[config.mk]
export PLATFORM = sky130hd
export DESIGN_NAME = instr_fetch
export DESIGN_NICKNAME = d
export VERILOG_FILES = /design/src/rtl/instr_fetch.sv
export SDC_FILE = /design/constraint.sdc
export NUM_CORES = 1
export LEC_CHECK = 0
export ABC_AREA = 1
export CORE_AREA = 2 2 144 111
export DETAILED_ROUTE_END_ITERATION = 8
export DIE_AREA = 0 0 146 113
export PLACE_DENSITY_LB_ADDON = 0.3
export SLEW_MARGIN = 5
export SYNTH_ARGS = -nofsm -noshare
export SYNTH_HDL_FRONTEND = slang
export SYNTH_SLANG_ARGS = --single-unit
[constraint.sdc]
create_clock -name clk -period 4.4 [get_ports clk]
set_input_delay 0.88 -clock clk [delete_from_list [all_inputs] [get_ports clk]]
set_output_delay 0.88 -clock clk [all_outputs]
set_load 0.02 [all_outputs]
[src/rtl/instr_fetch.sv]
// rtl/instr_fetch.sv - instruction fetch stage: req/ack imem port, PC-tagged decode FIFO
//
// Purpose:
//   Samples the word-index PC, issues one outstanding read to instruction
//   memory at byte address pc<<2, buffers returned words with their PC in a
//   DEPTH-entry FIFO and presents the head to decode over valid/ready.
//   pc_advance pulses in the cycle a fetched word is accepted, so the PC
//   stage increments at the same edge the word is captured.
//
// Ports:
//   clk          rising-edge clock
//   reset        asynchronous active-low reset
//   pc           current PC (word index)
//   flush        redirect: drop buffered and in-flight instructions
//   pc_advance   one-cycle pulse, PC increments at next edge
//   imem_req     read request, held until imem_ack
//   imem_addr    byte address {pc_lat[29:0],2'b00}
//   imem_ack     single-cycle read completion
//   imem_rdata   instruction word, valid with imem_ack
//   inst_valid   decode head valid
//   inst_ready   decode accepts head
//   inst         head instruction (0 when not valid)
//   inst_pc      head PC (0 when not valid)
//
// Options:
//   IFETCH_BYPASS_EN  when defined, an accepted word arriving at an empty
//                     FIFO is shown to decode in the ack cycle itself.

module instr_fetch #(
   parameter int DEPTH = 2
) (
   input  logic        clk,
   input  logic        reset,
   input  logic [31:0] pc,
   input  logic        flush,
   output logic        pc_advance,
   output logic        imem_req,
   output logic [31:0] imem_addr,
   input  logic        imem_ack,
   input  logic [31:0] imem_rdata,
   output logic        inst_valid,
   input  logic        inst_ready,
   output logic [31:0] inst,
   output logic [31:0] inst_pc
);

   localparam int AW = $clog2(DEPTH);
   localparam int CW = AW + 1;
   localparam logic [CW-1:0] FULL = CW'(DEPTH);

   typedef enum logic [1:0] {
      IDLE = 2'd0,
      WAIT = 2'd1,
      DROP = 2'd2
   } state_t;

   state_t        state_q, state_d;
   logic [31:0]   pc_lat_q, pc_lat_d;
   logic [AW-1:0] wr_ptr_q, wr_ptr_d;
   logic [AW-1:0] rd_ptr_q, rd_ptr_d;
   logic [CW-1:0] count_q, count_d;

   logic [31:0]   fifo_inst_q [DEPTH];
   logic [31:0]   fifo_pc_q   [DEPTH];

   logic          fifo_valid;
   logic          accept;
   logic          bypass;
   logic          push;
   logic          pop;

   assign fifo_valid = (count_q != '0);

   // Only a WAIT-state ack that is not being flushed delivers a word;
   // acks seen in DROP belong to a request that was redirected away.
   assign accept = (state_q == WAIT) && imem_ack && !flush;

`ifdef IFETCH_BYPASS_EN
   assign bypass = accept && !fifo_valid;
`else
   assign bypass = 1'b0;
`endif

   // A bypassed word taken by decode in the same cycle never enters the FIFO.
   assign push = accept && !(bypass && inst_ready);
   assign pop  = fifo_valid && inst_ready;

   assign imem_req   = (state_q != IDLE);
   assign imem_addr  = {pc_lat_q[29:0], 2'b00};
   assign pc_advance = accept;

   always_comb begin
      state_d  = state_q;
      pc_lat_d = pc_lat_q;
      case (state_q)
         IDLE: begin
            // Issue only with a free slot, so the returning word always fits.
            if (!flush && (count_q < FULL)) begin
               pc_lat_d = pc;
               state_d  = WAIT;
            end
         end
         WAIT: begin
            if (imem_ack) begin
               state_d = IDLE;
            end else if (flush) begin
               state_d = DROP;
            end
         end
         DROP: begin
            // The request cannot be withdrawn; wait it out and discard.
            if (imem_ack) begin
               state_d = IDLE;
            end
         end
         default: begin
            state_d = IDLE;
         end
      endcase
   end

   always_comb begin
      wr_ptr_d = wr_ptr_q;
      rd_ptr_d = rd_ptr_q;
      count_d  = count_q;
      if (flush) begin
         wr_ptr_d = '0;
         rd_ptr_d = '0;
         count_d  = '0;
      end else begin
         if (push) begin
            wr_ptr_d = wr_ptr_q + 1'b1;
         end
         if (pop) begin
            rd_ptr_d = rd_ptr_q + 1'b1;
         end
         case ({push, pop})
            2'b10:   count_d = count_q + 1'b1;
            2'b01:   count_d = count_q - 1'b1;
            default: count_d = count_q;
         endcase
      end
   end

   always_comb begin
      inst_valid = fifo_valid;
      inst       = '0;
      inst_pc    = '0;
      if (fifo_valid) begin
         inst    = fifo_inst_q[rd_ptr_q];
         inst_pc = fifo_pc_q[rd_ptr_q];
      end else if (bypass) begin
         inst_valid = 1'b1;
         inst       = imem_rdata;
         inst_pc    = pc_lat_q;
      end
   end

   always_ff @(posedge clk or negedge reset) begin
      if (!reset) begin
         state_q  <= IDLE;
         pc_lat_q <= '0;
         wr_ptr_q <= '0;
         rd_ptr_q <= '0;
         count_q  <= '0;
      end else begin
         state_q  <= state_d;
         pc_lat_q <= pc_lat_d;
         wr_ptr_q <= wr_ptr_d;
         rd_ptr_q <= rd_ptr_d;
         count_q  <= count_d;
      end
   end

   // Storage needs no reset: entries are only read while count is non-zero.
   always_ff @(posedge clk) begin
      if (push && !flush) begin
         fifo_inst_q[wr_ptr_q] <= imem_rdata;
         fifo_pc_q[wr_ptr_q]   <= pc_lat_q;
      end
   end

endmodule

==> results of run 1 <==
-- area by class of cell --
type	instances	area, um^2	area share (%)
flip-flops and latches	166	4800	54.5
repair buffers	173	1710	19.4
multi-input cells	259	1460	16.6
clock buffers	19	433	4.92
well taps	205	256	2.92
clock inverters	13	109	1.24
inverters	9	33.8	0.384
-- flip-flops by register name (all words and copies together), names as in the netlist --
name,cells
rd_ptr_q,1
fifo_inst_q,64
fifo_pc_q,64
pc_lat_q,32
count_q,2
state_q,2
wr_ptr_q,1
-- cells in the mapped netlist --
cell type,n,area (um^2)
inv_1,8,30.0
nand4_1,4,25.0
nor2_2,2,12.5
nand2_1,137,514
buf_6,3,33.8
inv_2,1,3.75
o21ai_0,3,15.0
nand3_1,5,25.0
clkbuf_1,9,33.8
mux2_4,29,435
edfxtp_1,128,3840
mux2_2,3,33.8
buf_2,11,55.1
a21oi_1,65,325
o31ai_1,1,7.51
dfrtp_1,38,951
o21ai_2,1,8.76
buf_4,32,240
nand2_2,1,6.26
nor2_1,6,22.5
conb_1,1,3.75
-- where the power goes --
group	total (W)	switching, W	internal [W]
registers	0.00201	0.000121	0.00189
logic	0.000984	0.000492	0.000492
clock network	0.00135	0.000577	0.000773
total	0.00435	0.00119	0.00316
-- layer usage --
layer  track usage [%]  share of wire, %  vias to the layer above
met5                 0                 0                        -
met4              6.80               1.5                        0
met3              4.40               4.8                       18
met2              29.5                50                      122
met1              20.9                43                     2019
li1                  -                 -                     1946
-- logic make-up (layout without fill, tap and decap cells) --
group / count (synthesis) / in the layout / share of synthesized area [%]
AO/OA/AOI/OAI: 70 / 70 / 5.38
buffers and inverters: 64 / 214 / 5.99
flip-flops: 166 / 166 / 72.4
multiplexers: 32 / 32 / 7.08
other: 1 / 2 / 0.0566
AND/OR/NAND/NOR: 155 / 155 / 9.14
-- path summary, 6_finish.rpt --
check | to | slack, ps
setup / recovery | inst[23] | 820
hold / removal | fifo_pc_q[0][31] | 490
setup reg to reg | count_q[0] | 2210
hold reg to reg | fifo_pc_q[0][31] | 490
max in group asynchronous | rd_ptr_q | 3160
min in group asynchronous | pc_lat_q[23] | 600
-- stage by stage --
step / instance area [um^2] / instances / worst slack [ps] / power, W
after CTS: 8800 / 844 / 763 / 0.00439
after global placement: 8250 / 812 / 1090 / 0.00301
after global routing: 8800 / 844 / 637 / 0.00452
after detailed placement: 8250 / 812 / 1090 / 0.00304
final: 8800 / 844 / 819 / 0.00435
after floorplan: 6630 / 489 / 26.2 / 0.00267
==> out/results.ini, run 1 <==
[outcome]
status = finished clean

[routing]
routedWlPerCell_um = 16.4
num_vias = 4105
drtIter0Drc = 187
route.detailed.drc = 0
routed_wl_um = 13800
viasPerCell = 4.86
drt_first_pass_iters = 4
ant_nets = 0

[cts]
cts-root-buf = clkbuf_16
ctsResizeCount = 0
postCtsHoldBufs = 0
cts_tree = yes
clkTransAtPathRegs_ps = 60
numCtsBuffers = 17
cts_sinks = 166
htreeDepth = 4
clock_latency_ps = 410
cts_buffer_depth = 2
cts_setup_buffers = 0

[sta]
fin_crit_ps = 3580
max_freq_mhz = 279
drv_slew = 0
clock_skew_ps = 6.85
maxSlewHeadroom_pct = 21.8
tns_ps = 0
worst_pin_slew_ps = 1170
setup_viol = 0
hold_ws_ps = 486
hold_viol = 0
rsz0062_at_grt = no
finalCritPeriodShare_pct = 81.4

[synthesis]
yosysWarnings = 0
ys_seq_area_share_pct = 72.4
syn_inst = 488
ys_seq_elements = 166
synth.distinct_cells = 21
netlist_area_mm2 = 0.00663
syn_avg_cell_area_um2 = 13.6

[global_route]
antenna_found_initial = 0
gr-total-overflow = 0
grt.total_usage_pct = 17.1
grt_pass1_vias = 4197
grt_max_degree = 67
grt_pass1_wl_um = 21400

[placement]
dpl.hpwl_um = 8720
port_buffers = 165
gp_congestion = 0.709

[worst_setup_path]
max_stage_delay_ps = 640
crit_fanout = 38
worstRegToRegCells = 8
cp.required_ps = 3520
crit_arrival_ps = 2700
crit_slowest_cell = clkdlybuf4s50_1
path_cells = inv_2, buf_4, nand2_1, a21oi_1, clkdlybuf4s50_1
r2r-start = count_q[0]
startpoint_type = flop
crit_path_end_kind = output pin
startpoint = rd_ptr_q
critPathBufInv = 3
cp.depth = 5
path_delay_family = buffers and inverters
worstSetupPathType = flop to output pin

[worst_hold_path]
hp-class = flop to flop
worstHoldPathCells = 0
hp-start = pc_lat_q[31]

[job]
drv_cap = 0

[layout]
area_growth_syn_to_layout_pct = 32.7
n_antenna_cell = 0
drive_gt1_share_pct = 12.2
final_common_cell = clkdlybuf4s50_1
utilization_pct = 58.5
fillers = 1187
layout_common_cells = clkdlybuf4s50_1, nand2_1, edfxtp_1
nets = 695

[floorplan]
die_area_mm2 = 0.0165
die_w_um = 146
core_mm2 = 0.0150
start_util_pct = 44.1
die_h_um = 113
num_rows = 39
io_pins = 168

[power]
powerDensity_mw_per_mm2 = 494
peakVddDrop_uv = 268
cellLeakagePower_nw = 3.27

No activity file was read; power rests on OpenSTA's default activity.
==> inputs of run 2 (changes only) <==
==> constraint.sdc (replaced) <==
create_clock -name clk -period 3.4 [get_ports clk]
set_input_delay 0.68 -clock clk [delete_from_list [all_inputs] [get_ports clk]]
set_output_delay 0.68 -clock clk [all_outputs]
set_load 0.02 [all_outputs]
==> run 2 against run 1 <==
- register-to-register slack got worse by 600 ps
- utilization increased by 0.59 points
- highest routed layer unchanged
- critical path depth decreased by 1
- global-route usage increased by 0.32 points
- via count decreased by 0.88%
- critical path type unchanged
- first-iteration DRC count increased by 19%
- largest cell class unchanged
==> out/results.ini, run 2 (synthesis gave the netlist of run 1 again) <==
[global_route]
grt-busiest-layer = met2  ; unchanged
antenna_found_initial = 0  ; unchanged
grt_pass1_wl_um = 22000  ; was 21400 um
grt_util_met2_pct = 28.7  ; was 29.5%
gr-total-overflow = 0  ; unchanged
met3_usage_pct = 4.07  ; was 4.40%
grt_pass1_vias = 4175  ; was 4197
grt.total_usage_pct = 17.4  ; was 17.1%
grtUsageMet1_pct = 22.1  ; was 20.9%
grt_max_degree = 68  ; was 67

[worst_setup_path]
startpoint = rd_ptr_q  ; unchanged
crit_arrival_ps = 2370  ; was 2700 ps
startpoint_type = flop  ; unchanged
critPathBufInv = 2  ; was 3
path_delay_family = buffers and inverters  ; unchanged
worstRegToRegCells = 4  ; was 8
crit_end = inst_pc[10]  ; was inst[23]
worstSetupPathType = flop to output pin  ; unchanged
cp.depth = 4  ; was 5
r2r-start = state_q[1]  ; was count_q[0]
path_cells = buf_4, nand2_1, a21oi_1, clkdlybuf4s50_1  ; was inv_2, buf_4, nand2_1, a21oi_1, clkdlybuf4s50_1
max_stage_delay_ps = 640  ; about the same
crit_slowest_cell = clkdlybuf4s50_1  ; unchanged
reg2reg_slack_ps = 1610  ; was 2210 ps
worstReg2RegEnd = fifo_pc_q[0][23]  ; was count_q[0]
cp.required_ps = 2720  ; was 3520 ps
crit_path_end_kind = output pin  ; unchanged
crit_fanout = 66  ; was 38

[power]
peakVddDrop_uv = 403  ; was 268 uV
powerDensity_mw_per_mm2 = 654  ; was 494 mW/mm^2
internal_power_w = 0.00426  ; was 0.00316 W
switchingPower_w = 0.00155  ; was 0.00119 W
combPwrFrac_pct = 21.9  ; was 22.6%
cellLeakagePower_nw = 3.32  ; was 3.27 nW
swShare_pct = 26.7  ; was 27.4%
clock_power_share_pct = 33.2  ; was 31.1%
seqPwrFrac_pct = 44.8  ; was 46.3%

[layout]
layout_common_cells = clkdlybuf4s50_1, nand2_1, edfxtp_1  ; unchanged
seqCellArea_mm2 = 0.00480  ; unchanged
area_growth_syn_to_layout_pct = 34.1  ; was 32.7%
fillers = 1196  ; was 1187
multiInputGateArea_mm2 = 0.00146  ; unchanged
top_regs = fifo_inst_q x64, fifo_pc_q x64, pc_lat_q x32  ; unchanged
drive_gt1_share_pct = 12.3  ; was 12.2%
nets = 696  ; was 695
n_antenna_cell = 0  ; unchanged
final_common_cell = clkdlybuf4s50_1  ; unchanged

[sta]
max_freq_mhz = 328
drv_slew = 0  ; unchanged
worst_pin_slew_ps = 920  ; was 1170 ps
setup_viol = 0  ; unchanged
finalCritPeriodShare_pct = 89.7
tns_ps = 0  ; unchanged
clock_skew_ps = 6.99  ; was 6.85 ps
maxSlewHeadroom_pct = 38.7  ; was 21.8%
hold_viol = 0  ; unchanged
fin_crit_ps = 3050
rsz0062_at_grt = no  ; unchanged
hold_ws_ps = 382  ; was 486 ps
setup_slack_ps = 349  ; was 819 ps

[floorplan]
io_pins = 168  ; unchanged
core_mm2 = 0.0150  ; unchanged
die_w_um = 146  ; unchanged
die_h_um = 113  ; unchanged
start_util_pct = 44.1  ; unchanged
die_area_mm2 = 0.0165  ; unchanged
num_rows = 39  ; unchanged

[cts]
cts_sinks = 166  ; unchanged
cts_setup_buffers = 0  ; unchanged
postCtsHoldBufs = 0  ; unchanged
numCtsBuffers = 17  ; unchanged
cts-root-buf = clkbuf_16  ; unchanged
htreeDepth = 4  ; unchanged
clkTransAtPathRegs_ps = 60  ; about the same
cts_tree = yes  ; unchanged
ctsResizeCount = 0  ; unchanged
cts_buffer_depth = 2  ; unchanged
clock_latency_ps = 420  ; was 410 ps

[job]
drv_cap = 0  ; unchanged

[routing]
routed_wl_um = 13900  ; was 13800 um
ant_nets = 0  ; unchanged
viasPerCell = 4.82  ; was 4.86
num_vias = 4069  ; was 4105
drt_first_pass_iters = 5  ; was 4
routedWlPerCell_um = 16.5  ; was 16.4 um
drtIter0Drc = 223  ; was 187
route.detailed.drc = 0  ; unchanged

[placement]
post-place-ws_ps = 484  ; was 1090 ps
port_buffers = 165  ; unchanged
gp_congestion = 0.711  ; was 0.709
dpl.hpwl_um = 8800  ; was 8720 um

[worst_hold_path]
hp-class = input pin to async pin  ; was flop to flop

[outcome]
status = finished clean  ; unchanged

-- run 2: changes by cell type in the layout (fill, tap and decap cells not counted) --
cell	previous run	this run
clkinvlp_4	4	2
buf_4	8	7
clkinv_2	3	2
clkinv_4	2	1
bufinv_16	1	3
clkbuf_8	0	1
inv_8	0	1
buf_12	0	2
-- run 2: how the worst min path moves through the flow --
stage / depth (start not counted) / endpoint
finish: 1 / pc_lat_q[27]
detailed placement: 0 / fifo_pc_q[0][31]
global route: 1 / pc_lat_q[25]
floorplan: 0 / count_q[0]
CTS: 1 / pc_lat_q[27]
global placement: 0 / fifo_pc_q[1][31]
-- run 2: routing by layer --
| metal | up-vias | share of wire [%] |
|---|---|---|
| met1 | 1983 | 43 |
| li1 | 1950 | - |
| met3 | 25 | 5.0 |
| met4 | 0 | 2.3 |
| met2 | 111 | 50 |
| met5 | - | 0 |
-- run 2: power groups by stage --
stage	registers [W]	clock network [W]	logic (W)
2_1_floorplan	0.00259	0	0.000863
5_1_grt	0.00263	0.00206	0.00135
3_3_place_gp	0.00263	0	0.00127
6_report	0.00261	0.00193	0.00127
3_5_place_dp	0.00265	0	0.00128
4_1_cts	0.00261	0.00197	0.00129
-- run 2: final cells by class --
class	instances	area share, %
clock inverters	12	1.70
well taps	205	2.89
flip-flops and latches	166	54.0
multi-input cells	259	16.4
clock buffers	20	5.03
repair buffers	174	19.6
inverters	9	0.380
-- run 2: metrics by stage --
step | cell area, um^2 | utilization, % | power [W] | cells
floorplan | 6640 | - | 0.00346 | 489
global placement | 8290 | 55.1 | 0.00390 | 813
detailed placement | 8290 | 55.1 | 0.00393 | 813
CTS | 8880 | 59.1 | 0.00586 | 845
global route | 8880 | 59.1 | 0.00604 | 845
finish | 8880 | 59.1 | 0.00581 | 845
==> inputs of run 3 (changes only) <==
--- a/config.mk
+++ b/config.mk
@@ -14,3 +14,4 @@
 export SYNTH_ARGS = -nofsm -noshare
 export SYNTH_HDL_FRONTEND = slang
 export SYNTH_SLANG_ARGS = --single-unit
+export TNS_END_PERCENT = 5
==> run 3 against run 2 <==
- clock power rose by 8%
- utilization grew 0.36 points
- wire length is essentially flat
- sequential power is essentially flat
- first-iteration DRC count is 18% lower
- flip-flop and latch count unchanged
- clock skew up 1.7 ps
- sequential share of layout area is 0.32 points lower
- critical path depth unchanged
- cell area is 0.61% higher
- fmax is 3.2% lower
- global-route usage is 0.31 points lower
==> out/results.ini, run 3 (synthesis gave the netlist of run 1 again) <==
[floorplan]
io_pins = 168  ; unchanged
die_w_um = 146  ; unchanged
die_area_mm2 = 0.0165  ; unchanged
die_h_um = 113  ; unchanged
start_util_pct = 44.1  ; unchanged
core_mm2 = 0.0150  ; unchanged
num_rows = 39  ; unchanged

[power]
combPwrFrac_pct = 21.4  ; was 21.9%
switchingPower_w = 0.00155  ; about the same
swShare_pct = 26.0  ; was 26.7%
p_total_w = 0.00596  ; was 0.00581 W
cellLeakagePower_nw = 3.35  ; was 3.32 nW
internal_power_w = 0.00441  ; was 0.00426 W
powerDensity_mw_per_mm2 = 667  ; was 654 mW/mm^2
peakVddDrop_uv = 325  ; was 403 uV
seqPwrFrac_pct = 43.7  ; was 44.8%
clock_power_share_pct = 34.9  ; was 33.2%

[cts]
cts_sinks = 166  ; unchanged
ctsResizeCount = 0  ; unchanged
cts_tree = yes  ; unchanged
clkTransAtPathRegs_ps = 60  ; about the same
cts-root-buf = clkbuf_16  ; unchanged
postCtsHoldBufs = 0  ; unchanged
cts_setup_buffers = 0  ; unchanged
htreeDepth = 4  ; unchanged
clock_latency_ps = 420  ; about the same
cts_buffer_depth = 2  ; unchanged
numCtsBuffers = 17  ; unchanged

[layout]
final_common_cell = clkdlybuf4s50_1  ; unchanged
utilization_pct = 59.5  ; was 59.1%
area_growth_syn_to_layout_pct = 34.9  ; was 34.1%
final_area_mm2 = 0.00894  ; was 0.00888 mm^2
stdcell_count = 844  ; was 845
n_antenna_cell = 0  ; unchanged
drive_gt1_share_pct = 12.5  ; was 12.3%
nets = 695  ; was 696
fillers = 1206  ; was 1196
layout_common_cells = clkdlybuf4s50_1, nand2_1, edfxtp_1  ; unchanged
top_regs = fifo_inst_q x64, fifo_pc_q x64, pc_lat_q x32  ; unchanged

[worst_setup_path]
worstReg2RegEnd = fifo_pc_q[0][25]  ; was fifo_pc_q[0][23]
path_delay_family = buffers and inverters  ; unchanged
cp.required_ps = 2720  ; about the same
crit_path_end_kind = output pin  ; unchanged
crit_fanout = 66  ; unchanged
startpoint_type = flop  ; unchanged
crit_slowest_cell = clkdlybuf4s50_1  ; unchanged
reg2reg_slack_ps = 1560  ; was 1610 ps
critPathBufInv = 2  ; unchanged
worstRegToRegCells = 4  ; unchanged
worstSetupPathType = flop to output pin  ; unchanged
max_stage_delay_ps = 640  ; about the same
path_cells = buf_4, nand2_1, a21oi_1, clkdlybuf4s50_1  ; unchanged
r2r-start = state_q[1]  ; unchanged
crit_arrival_ps = 2470  ; was 2370 ps

[sta]
hold_viol = 0  ; unchanged
fin_crit_ps = 3150  ; was 3050 ps
finalCritPeriodShare_pct = 92.7  ; was 89.7%
maxSlewHeadroom_pct = 38.0  ; was 38.7%
max_freq_mhz = 317  ; was 328 MHz
setup_viol = 0  ; unchanged
drv_slew = 0  ; unchanged
worst_pin_slew_ps = 931  ; was 920 ps
setup_slack_ps = 249  ; was 349 ps
clock_skew_ps = 8.70  ; was 6.99 ps
rsz0062_at_grt = no  ; unchanged

[placement]
dpl.hpwl_um = 8650  ; was 8800 um
dpl_cell_area_mm2 = 0.00829  ; about the same
gp_congestion = 0.695  ; was 0.711
place_inst = 812  ; was 813
post-place-ws_ps = 494  ; was 484 ps
port_buffers = 165  ; unchanged

[routing]
drt_first_pass_iters = 4  ; was 5
routed_wl_um = 13900  ; about the same
met3WireLength_um = 743  ; was 689 um
num_vias = 4093  ; was 4069
drtIter0Drc = 182  ; was 223
viasPerCell = 4.85  ; was 4.82
routed.top_layer = met4  ; unchanged
drt-met1-wl_um = 5900  ; was 5970 um
wl_met2_um = 6990  ; was 6920 um
ant_nets = 0  ; unchanged
route.detailed.drc = 0  ; unchanged
routedWlPerCell_um = 16.5  ; about the same

[global_route]
antenna_found_initial = 0  ; unchanged
grt_pass1_vias = 4232  ; was 4175
grt_max_degree = 68  ; unchanged
grt.total_usage_pct = 17.1  ; was 17.4%
grt_pass1_wl_um = 21500  ; was 22000 um
gr-total-overflow = 0  ; unchanged

[outcome]
status = finished clean  ; unchanged

[worst_hold_path]
hp-class = input pin to async pin  ; unchanged

[job]
drv_cap = 0  ; unchanged

-- run 3: per-stage QoR --
step           hold slack, ps  setup TNS, ps
2_1_floorplan             384         -42250
3_3_place_gp              452              0
3_5_place_dp              469              0
4_1_cts                   432              0
5_1_grt                   472              0
6_report                  400              0
-- run 3: power by group through the flow --
stage / Sequential (W) / Combinational, W / Clock [W]
2_1_floorplan: 0.00259 / 0.000863 / 0
3_3_place_gp: 0.00263 / 0.00127 / 0
3_5_place_dp: 0.00264 / 0.00129 / 0
4_1_cts: 0.00261 / 0.00130 / 0.00212
5_1_grt: 0.00263 / 0.00135 / 0.00220
6_report: 0.00261 / 0.00128 / 0.00208
-- run 3: metal layers --
metal | vias up | track usage, %
li1 | 1947 | -
met2 | 118 | 29.1
met1 | 2004 | 20.6
met5 | - | 0
met4 | 0 | 7.31
met3 | 24 | 4.96
-- run 3: area by class of cell --
cell class              count  area (um^2)  share of cell area, %
inverters                   9         33.8                  0.378
clock inverters            13          204                   2.28
flip-flops and latches    166         4800                   53.7
repair buffers            173         1740                   19.5
well taps                 205          256                   2.87
multi-input cells         259         1460                   16.3
clock buffers              19          443                   4.96
-- run 3: how the worst max path moves through the flow --
stage / from / endpoint / slack [ps] / depth (start not counted)
after CTS: rd_ptr_q / inst_pc[28] / 250 / 4
after detailed placement: imem_ack / pc_advance / 490 / 4
after global placement: imem_ack / pc_advance / 500 / 4
final: rd_ptr_q / inst_pc[28] / 250 / 4
after global routing: rd_ptr_q / inst_pc[28] / 140 / 4
after floorplan: flush / fifo_inst_q[1][0] / -660 / 3
-- run 3: worst reg2reg max path: stages (launching register included) --
cell	delay [ps]
dfrtp_1	380
inv_1	130
nand4_1	250
nor2_4	180
buf_4	500
